--- src/rtl/seg7_pkg.sv ---
// Register map, display mode encodings and controller FSM state type
// shared by the seven-segment display controller and its testbench.
package seg7_pkg;

  localparam logic [1:0] REG_DATA   = 2'd0;
  localparam logic [1:0] REG_CTRL   = 2'd1;
  localparam logic [1:0] REG_HOLD   = 2'd2;
  localparam logic [1:0] REG_STATUS = 2'd3;

  localparam logic [1:0] MODE_DATA   = 2'd0;
  localparam logic [1:0] MODE_PC     = 2'd1;
  localparam logic [1:0] MODE_ROT    = 2'd2;
  localparam logic [1:0] MODE_FREEZE = 2'd3;

  typedef enum logic [1:0] {
    ST_IDLE = 2'd0,
    ST_SEND = 2'd1,
    ST_GAP  = 2'd2
  } state_t;

endpackage

--- src/rtl/seg7_rot_timer.sv ---
// Rotation page timer: toggles rot_sel every hold_i cycles while enabled.
// A zero hold stalls the page; clearing or disabling resets the count but keeps the page.
module seg7_rot_timer #(
  parameter int HOLD_W = 24
) (
  input  logic              clk,
  input  logic              reset,
  input  logic              en_i,
  input  logic              clr_i,
  input  logic [HOLD_W-1:0] hold_i,
  output logic              rot_sel_o
);

  logic [HOLD_W-1:0] rot_cnt_q, rot_cnt_d;
  logic              rot_sel_q, rot_sel_d;

  always_comb begin
    rot_cnt_d = rot_cnt_q;
    rot_sel_d = rot_sel_q;
    if (clr_i || !en_i) begin
      rot_cnt_d = '0;
    end else if (hold_i != '0) begin
      if (rot_cnt_q == hold_i - 1'b1) begin
        rot_cnt_d = '0;
        rot_sel_d = ~rot_sel_q;
      end else begin
        rot_cnt_d = rot_cnt_q + 1'b1;
      end
    end
  end

  always_ff @(posedge clk or posedge reset) begin
    if (reset) begin
      rot_cnt_q <= '0;
      rot_sel_q <= 1'b0;
    end else begin
      rot_cnt_q <= rot_cnt_d;
      rot_sel_q <= rot_sel_d;
    end
  end

  assign rot_sel_o = rot_sel_q;

endmodule

--- src/rtl/seg7_disp_ctrl.sv ---
// CPU-mapped seven-segment display controller: picks DATA or debug PC (optionally rotating)
// and issues rate-limited one-cycle latch strobes with the chosen value.
module seg7_disp_ctrl
  import seg7_pkg::*;
#(
  parameter int                MIN_GAP      = 16,
  parameter int                HOLD_W       = 24,
  parameter logic [HOLD_W-1:0] HOLD_DEFAULT = 24'hFFFFFF
) (
  input  logic        clk,
  input  logic        reset,
  input  logic        cpu_we,
  input  logic [1:0]  cpu_addr,
  input  logic [31:0] cpu_wdata,
  output logic [31:0] cpu_rdata,
  input  logic [31:0] dbg_pc,
  output logic [31:0] disp_data,
  output logic        disp_cs
);

  localparam int GAP_W = (MIN_GAP > 2) ? $clog2(MIN_GAP) : 1;

  state_t            state_q, state_d;
  logic [GAP_W-1:0]  gap_q, gap_d;
  logic [31:0]       data_q, data_d;
  logic [1:0]        mode_q, mode_d;
  logic [HOLD_W-1:0] hold_q, hold_d;
  logic              force_q, force_d;
  logic [31:0]       last_q, last_d;
  logic [31:0]       disp_data_q, disp_data_d;
  logic              disp_cs_q, disp_cs_d;
  logic [31:0]       rdata_q, rdata_d;

  logic        wr_data, wr_ctrl, wr_hold;
  logic        rot_sel, pending, busy, send;
  logic [31:0] sel_val;

  assign wr_data = cpu_we && (cpu_addr == REG_DATA);
  assign wr_ctrl = cpu_we && (cpu_addr == REG_CTRL);
  assign wr_hold = cpu_we && (cpu_addr == REG_HOLD);

  seg7_rot_timer #(.HOLD_W(HOLD_W)) u_rot (
    .clk       (clk),
    .reset     (reset),
    .en_i      (mode_q == MODE_ROT),
    .clr_i     (wr_hold),
    .hold_i    (hold_q),
    .rot_sel_o (rot_sel)
  );

  always_comb begin
    case (mode_q)
      MODE_PC:  sel_val = dbg_pc;
      MODE_ROT: sel_val = rot_sel ? dbg_pc : data_q;
      default:  sel_val = data_q;
    endcase
  end

  assign pending = (mode_q != MODE_FREEZE) && ((sel_val != last_q) || force_q);
  assign busy    = (state_q != ST_IDLE);

  // The last GAP cycle doubles as IDLE so back-to-back strobes land exactly MIN_GAP apart.
  always_comb begin
    state_d = state_q;
    gap_d   = gap_q;
    send    = 1'b0;
    case (state_q)
      ST_IDLE: if (pending) state_d = ST_SEND;
      ST_SEND: begin
        send    = 1'b1;
        state_d = ST_GAP;
        gap_d   = GAP_W'(MIN_GAP - 2);
      end
      ST_GAP: begin
        if (gap_q == '0) state_d = pending ? ST_SEND : ST_IDLE;
        else             gap_d   = gap_q - 1'b1;
      end
      default: state_d = ST_IDLE;
    endcase
  end

  always_comb begin
    data_d      = wr_data ? cpu_wdata : data_q;
    mode_d      = wr_ctrl ? cpu_wdata[1:0] : mode_q;
    hold_d      = wr_hold ? cpu_wdata[HOLD_W-1:0] : hold_q;
    force_d     = force_q;
    if (send)                   force_d = 1'b0;
    if (wr_ctrl && cpu_wdata[2]) force_d = 1'b1;
    last_d      = send ? sel_val : last_q;
    disp_data_d = send ? sel_val : disp_data_q;
    disp_cs_d   = send;
    case (cpu_addr)
      REG_DATA: rdata_d = data_q;
      REG_CTRL: rdata_d = {30'b0, mode_q};
      REG_HOLD: rdata_d = 32'(hold_q);
      default:  rdata_d = {29'b0, busy, rot_sel, pending};
    endcase
  end

  always_ff @(posedge clk or posedge reset) begin
    if (reset) begin
      state_q     <= ST_IDLE;
      gap_q       <= '0;
      data_q      <= '0;
      mode_q      <= MODE_DATA;
      hold_q      <= HOLD_DEFAULT;
      force_q     <= 1'b1;
      last_q      <= '0;
      disp_data_q <= '0;
      disp_cs_q   <= 1'b0;
      rdata_q     <= '0;
    end else begin
      state_q     <= state_d;
      gap_q       <= gap_d;
      data_q      <= data_d;
      mode_q      <= mode_d;
      hold_q      <= hold_d;
      force_q     <= force_d;
      last_q      <= last_d;
      disp_data_q <= disp_data_d;
      disp_cs_q   <= disp_cs_d;
      rdata_q     <= rdata_d;
    end
  end

  assign cpu_rdata = rdata_q;
  assign disp_data = disp_data_q;
  assign disp_cs   = disp_cs_q;

endmodule

--- config.mk ---
export PLATFORM = sky130hd
export DESIGN_NAME = seg7_disp_ctrl
export DESIGN_NICKNAME = d
export VERILOG_FILES = /design/src/rtl/seg7_pkg.sv /design/src/rtl/seg7_rot_timer.sv /design/src/rtl/seg7_disp_ctrl.sv
export SDC_FILE = /design/constraint.sdc
export NUM_CORES = 1
export LEC_CHECK = 0
export CORE_MARGIN = 2
export CORE_UTILIZATION = 25
export DETAILED_ROUTE_END_ITERATION = 10
export PLACE_DENSITY = 0.53
export SYNTH_ARGS = -nofsm -noshare
export SYNTH_HDL_FRONTEND = slang
export SYNTH_SLANG_ARGS = --single-unit
--- constraint.sdc ---
create_clock -name clk -period 11.5 [get_ports clk]
set_input_delay 2.3 -clock clk [delete_from_list [all_inputs] [get_ports clk]]
set_output_delay 2.3 -clock clk [all_outputs]
set_load 0.02 [all_outputs]
* Yosys cells after proc, flatten, opt, wreduce, memory -nomap -nowiden
Index checks and enable logic that the tools add are counted.
Widths: inputs -> output; s select.
** Cells by class
- Add/sub/neg operators :: 3
- Eq/ne operators :: 12
- Multiplexer cells :: 15
- Bitwise operators :: 2
- Reductions and logical operators :: 19
** Operator list (number)
- $pmux 32 s3 :: 1
- $mux 24 :: 3
- $pmux 32 s2 :: 1
- $mux 32 :: 1
- $ne 32x32->1 :: 1
- $add 24x1->24 const B :: 1
- $eq 24x24->1 :: 1
- $reduce_bool 24->1 :: 1
- $sub 24x1->24 const B :: 1
- $ne 2x2->1 const B :: 4
- $pmux 4 s2 :: 1
- $reduce_bool 2->1 :: 4
- $eq 2x1->1 const B :: 3
- $eq 2x2->1 const B :: 3
- $pmux 2 s3 :: 1
- $logic_and 1x1->1 :: 5
- $logic_not 2->1 :: 2
- $logic_not 4->1 :: 1
- $mux 1 :: 4
- $mux 2 :: 2
- $mux 4 :: 1
- $reduce_and 2->1 :: 2
- $sub 4x1->4 const B :: 1
- $reduce_and 3->1 :: 1
- 3 further kinds :: 5
** Storage, ports and cells
- Register bits after elaboration :: 155
- Bits of input ports :: 69
- Output and inout port bits :: 65
- Word-level logic and storage cells :: 62

* Depth between registers and ports, before layout
- Word-level depth :: 8
- Gate-level depth with buffers :: 13
- Depth with buffers taken out :: 10

* Hierarchy
A second synthesis with hierarchy kept.
** Second synthesis, totals
- Cells, all modules :: 822
- Area total of the unflattened synthesis :: 8107.8 um^2
** Modules (own cells, without submodules)
- seg7_disp_ctrl :: times used 1, cells each 527, area each 5763.0 um^2, seq. area each 3284.4 um^2
- seg7_rot_timer :: times used 1, cells each 295, area each 2344.7 um^2, seq. area each 625.6 um^2

* Worst setup path before layout
OpenSTA, ideal clock, no wires.
- Path type :: input to register
- From :: input cpu_addr[1]
- To :: register u_rot.rot_cnt_q[18]
- Setup time :: 0.135 ns
- Arrival time :: 4.030 ns
- Required time :: 11.365 ns
- Slack :: 7.335 ns
- Stages :: 10
- Buffers on the path :: 3
- Path through :: clkbuf_1 nand3b_1 clkbuf_1 nand2_1 nor2b_1 clkbuf_1 and3_1 a21boi_0 a221oi_1 o31ai_1
** On the way
- Word-level cells in the longest chain between the ends :: 4
- Elaborated cells between the ends (all ways) :: 5
- Classes of those cells :: eq/ne: 1; mux: 1; reduce/logical: 3
** Ends and longest elaborated chain
- start, declared :: RTL line seg7_disp_ctrl.sv:13 : input logic [1:0] cpu_addr,
- $eq 2x2->1 (*) :: RTL line seg7_disp_ctrl.sv:40 : assign wr_hold = cpu_we && (cpu_addr == REG_HOLD);
- $logic_and 1x1->1 (*) :: RTL line seg7_disp_ctrl.sv:40
- $logic_or 1x1->1 (*) :: RTL line seg7_rot_timer.sv:20 : if (clr_i || !en_i) begin
- $mux 24 / $reduce_bool 2->1 (equally long branches)
- end signal, assigned :: RTL line seg7_rot_timer.sv:37 : rot_cnt_q <= rot_cnt_d;
- end, declared :: RTL line seg7_rot_timer.sv:14 : logic [HOLD_W-1:0] rot_cnt_q, rot_cnt_d;
Every way passes the cells marked *; elsewhere a longest branch is shown, timed or not.
A chain may end at the register's enable or synchronous reset.

* Worst setup path in the final report
- From :: input cpu_addr[0]
- To :: register u_rot.rot_cnt_q[11]
The elaborated chain is that of the path after synthesis.

==> results.sh <==
export IMPL_status="finished, final reports clean"
export IMPL_syn_area_um2=8149
export IMPL_required_ns=11.83
export IMPL_n_antenna_cell=0
export IMPL_fmaxAchievable_ghz=0.1922
export IMPL_crit_path_frequent_cell="buf_4"
export IMPL_worstHoldPathType="reg2reg"
export IMPL_antenna_left=0
export IMPL_cts_sinks=155
export IMPL_clk_pin_slew_ns=0.07
export IMPL_period_share_pct=45.24
export IMPL_start_kind="input port"
export IMPL_core_rowCount=66
export IMPL_worst_slew_pin_slew_ns=0.9402
export IMPL_rsz0062_at_grt="false"
export IMPL_numPortBuffers=133
export IMPL_grt_max_degree=100
export IMPL_slowest_stage="nor2b_1"
export IMPL_endpoint="u_rot.rot_cnt_q[11]"
export IMPL_cp_data_arrival_time_ns=5.54
export IMPL_min_path_cells=2
export IMPL_path_delay_family="simple AND/OR/NAND/NOR gates"
export IMPL_synthesis_nets=868
export IMPL_yosysTopAreaCell="dfrtp_1"
export IMPL_yosysSeqAreaShare_pct=47.98
export IMPL_dieWidth_um=184.5
export IMPL_crit_chain="clkdlybuf4s50_1 > buf_4 > nand3b_1 > buf_4 > nand2_1 > nor2b_1 > o21ai_4 > o41ai_1"
export IMPL_drv_cap=0
export IMPL_hold_violations=0
export IMPL_synth_seq_cells=155
export IMPL_total_power_mw=2.030
export IMPL_relSlewSlack_pct=37.32
export IMPL_path_depth=8
export IMPL_report_final_slew_viol_count=0
export IMPL_ctsRootBufferMaster="clkbuf_16"
export IMPL_final_cell_mix="132 x clkdlybuf4s50_1, 130 x dfrtp_1, 82 x nand2_1"
export IMPL_synth_top_area_share_pct=39.92
export IMPL_antenna_found_initial=0
export IMPL_dp_cells=1323
export IMPL_worstPathMaxFanout=29
export IMPL_hold_buffers=0
export IMPL_layout_commonest_cell="clkdlybuf4s50_1"
export IMPL_drt_iter0_markers=444
export IMPL_die_y_um=184.5
export IMPL_dpl_cell_area_um2=9882
export IMPL_cp_startpoint="cpu_addr[0]"
export IMPL_ios=134
export IMPL_crit_buf_inv=3
export IMPL_setup_viol=0
export IMPL_final_core_utilization_pct=32.37
export IMPL_numCtsBuffers=17
export IMPL_core_area_um2=32290
export IMPL_hpwl_mm=17.56
export IMPL_postSynth_asyncResetShare_pct=100.0
export IMPL_cts_setup_buffers=0
export IMPL_cts_tree="yes"
export IMPL_vias=6487
export IMPL_h_tree_depth=4
export IMPL_timing_rr_end="u_rot.rot_cnt_q[9]"
export IMPL_synth_area_leaders="dfrtp_1 40%, dfstp_2 8.1%, mux2_2 7.9%"
export IMPL_drive_above_1_share_pct=15.12
export IMPL_synth_edf_count=0
export IMPL_p_per_area_nw_per_um2=194.3
export IMPL_cp_end_kind="flip-flop"
export IMPL_dieArea_um2=34060
export IMPL_ys_warn_count=0
export IMPL_avgSynthCellArea_um2=10.28
export IMPL_fin_ws_ns=6.297
export IMPL_grt_pass1_wl_mm=38.28
export IMPL_drc=0
export IMPL_grt_pass1_vias=6330
export IMPL_clock_skew_ns=0.01671
export IMPL_grt_overflow=0
export IMPL_stdcell_count=1355
export IMPL_setup_tns_ns=0
export IMPL_ff2ff_setup_slack_ns=7.63
export IMPL_cts_resized=0
export IMPL_layout_area_overhead_vs_synth_pct=28.25
export IMPL_regToRegStartpoint="hold_q[3]"
export IMPL_routedWlPerCell_um=18.06
export IMPL_synth_ff_type="dfrtp_1"
export IMPL_fill_cells=3269
export IMPL_leakage_nw=4.108
export IMPL_vdd_drop_max_mv=0.1001
export IMPL_cts_buffer_depth=2
export IMPL_crit_type="in2reg"
export IMPL_fin_area_um2=10450
export IMPL_yosysUniqueCellTypes=60
export IMPL_slowest_delay_ns=0.78
export IMPL_whs_ns=0.4916
export IMPL_fin_crit_ns=5.203
export IMPL_start_util_pct=25.24
export IMPL_place_congestion=0.7992
export IMPL_rr_worst_depth=8
export IMPL_grtUsageTotal_pct=14.74
export IMPL_synth_cells=793
export IMPL_dp_slack_ns=5.869
export IMPL_via_per_inst=4.787
export IMPL_totalWireLength_mm=24.47
export IMPL_clock_latency_ns=0.43
export IMPL_drt_pass1_iterations=5
export IMPL_layout_nets=975
[worst reg2reg max path, delay by kind of cell (launching register included)]
kind | cells | cell delay, ns
AO/OA/AOI/OAI | 3 | 1.09
flip-flops | 1 | 0.43
AND/OR/NAND/NOR | 5 | 2.22
[synth_stat cells, drive strengths merged (6+ instances only)]
master / n
a22oi: 32
or3: 11
and3: 11
xnor2: 40
mux2: 57
dfrtp: 130
nor4: 15
nor3: 27
and2: 13
nor2: 48
or4: 6
nand2: 82
dfstp: 25
mux2i: 24
a211oi: 8
nand4: 10
o21ai: 51
clkbuf: 41
buf: 12
a221oi: 7
o31ai: 11
o211ai: 15
a21boi: 7
nand3: 16
ha: 6
inv: 14
xor2: 19
[report_power, final]
group,switching [mW],leakage (nW),internal (mW)
Combinational,0.368,1.91,0.310
Clock,0.236,0.281,0.325
Sequential,0.119,1.92,0.672
Total,0.723,4.11,1.31
[layer usage]
metal  wire [µm]  vias to the layer above  track usage (%)  share of wire [%]
met5           0                        -                0                  0
met4         240                        0            3.840               0.98
met3         853                       18            2.766                3.5
met2       11260                      138            22.71                 46
met1       12110                     3259            21.13                 49
li1            -                     3072                -                  -
[final cells by class]
class                      instances  area, µm²  area share [%]
inverter                          14      57.56          0.5507
sequential                       155       3910           37.41
clock buffer                      21      450.4           4.310
tap                              442      553.0           5.291
timing repair buffer             141       1386           13.26
clock inverter                    11      118.9           1.137
multi-input combinational        571       3975           38.03
[kinds of logic after synthesis]
logic type                 after synthesis  share of synthesized area [%]
AOI/OAI and AO/OA                      156                          13.65
and+or+nand+nor                        267                          16.43
DFF                                    155                          47.98
xor gates and xnor gates                60                          6.618
buffers and inverters                   67                          3.301
adders and majority gates                6                         0.9212
muxes                                   82                          11.10
[registers in the layout, indices dropped and copies added, names as in the netlist]
| signal | cells |
|---|---|
| disp_cs | 1 |
| u_rot.rot_cnt_q | 24 |
| cpu_rdata | 32 |
| disp_data | 32 |
| gap_q | 4 |
| mode_q | 2 |
| hold_q | 24 |
| state_q | 2 |
| u_rot.rot_sel_o | 1 |
| force_q | 1 |
| data_q | 32 |
[how the worst min path moves through the flow]
stage / start / endpoint / slack (ns)
after global placement: force_q / force_q / 0.47
after CTS: force_q / force_q / 0.50
after detailed placement: force_q / force_q / 0.47
after global routing: data_q[29] / cpu_rdata[29] / 0.53
after floorplan: force_q / force_q / 0.46
final: force_q / force_q / 0.49
Power figures use the tool's default switching activity.
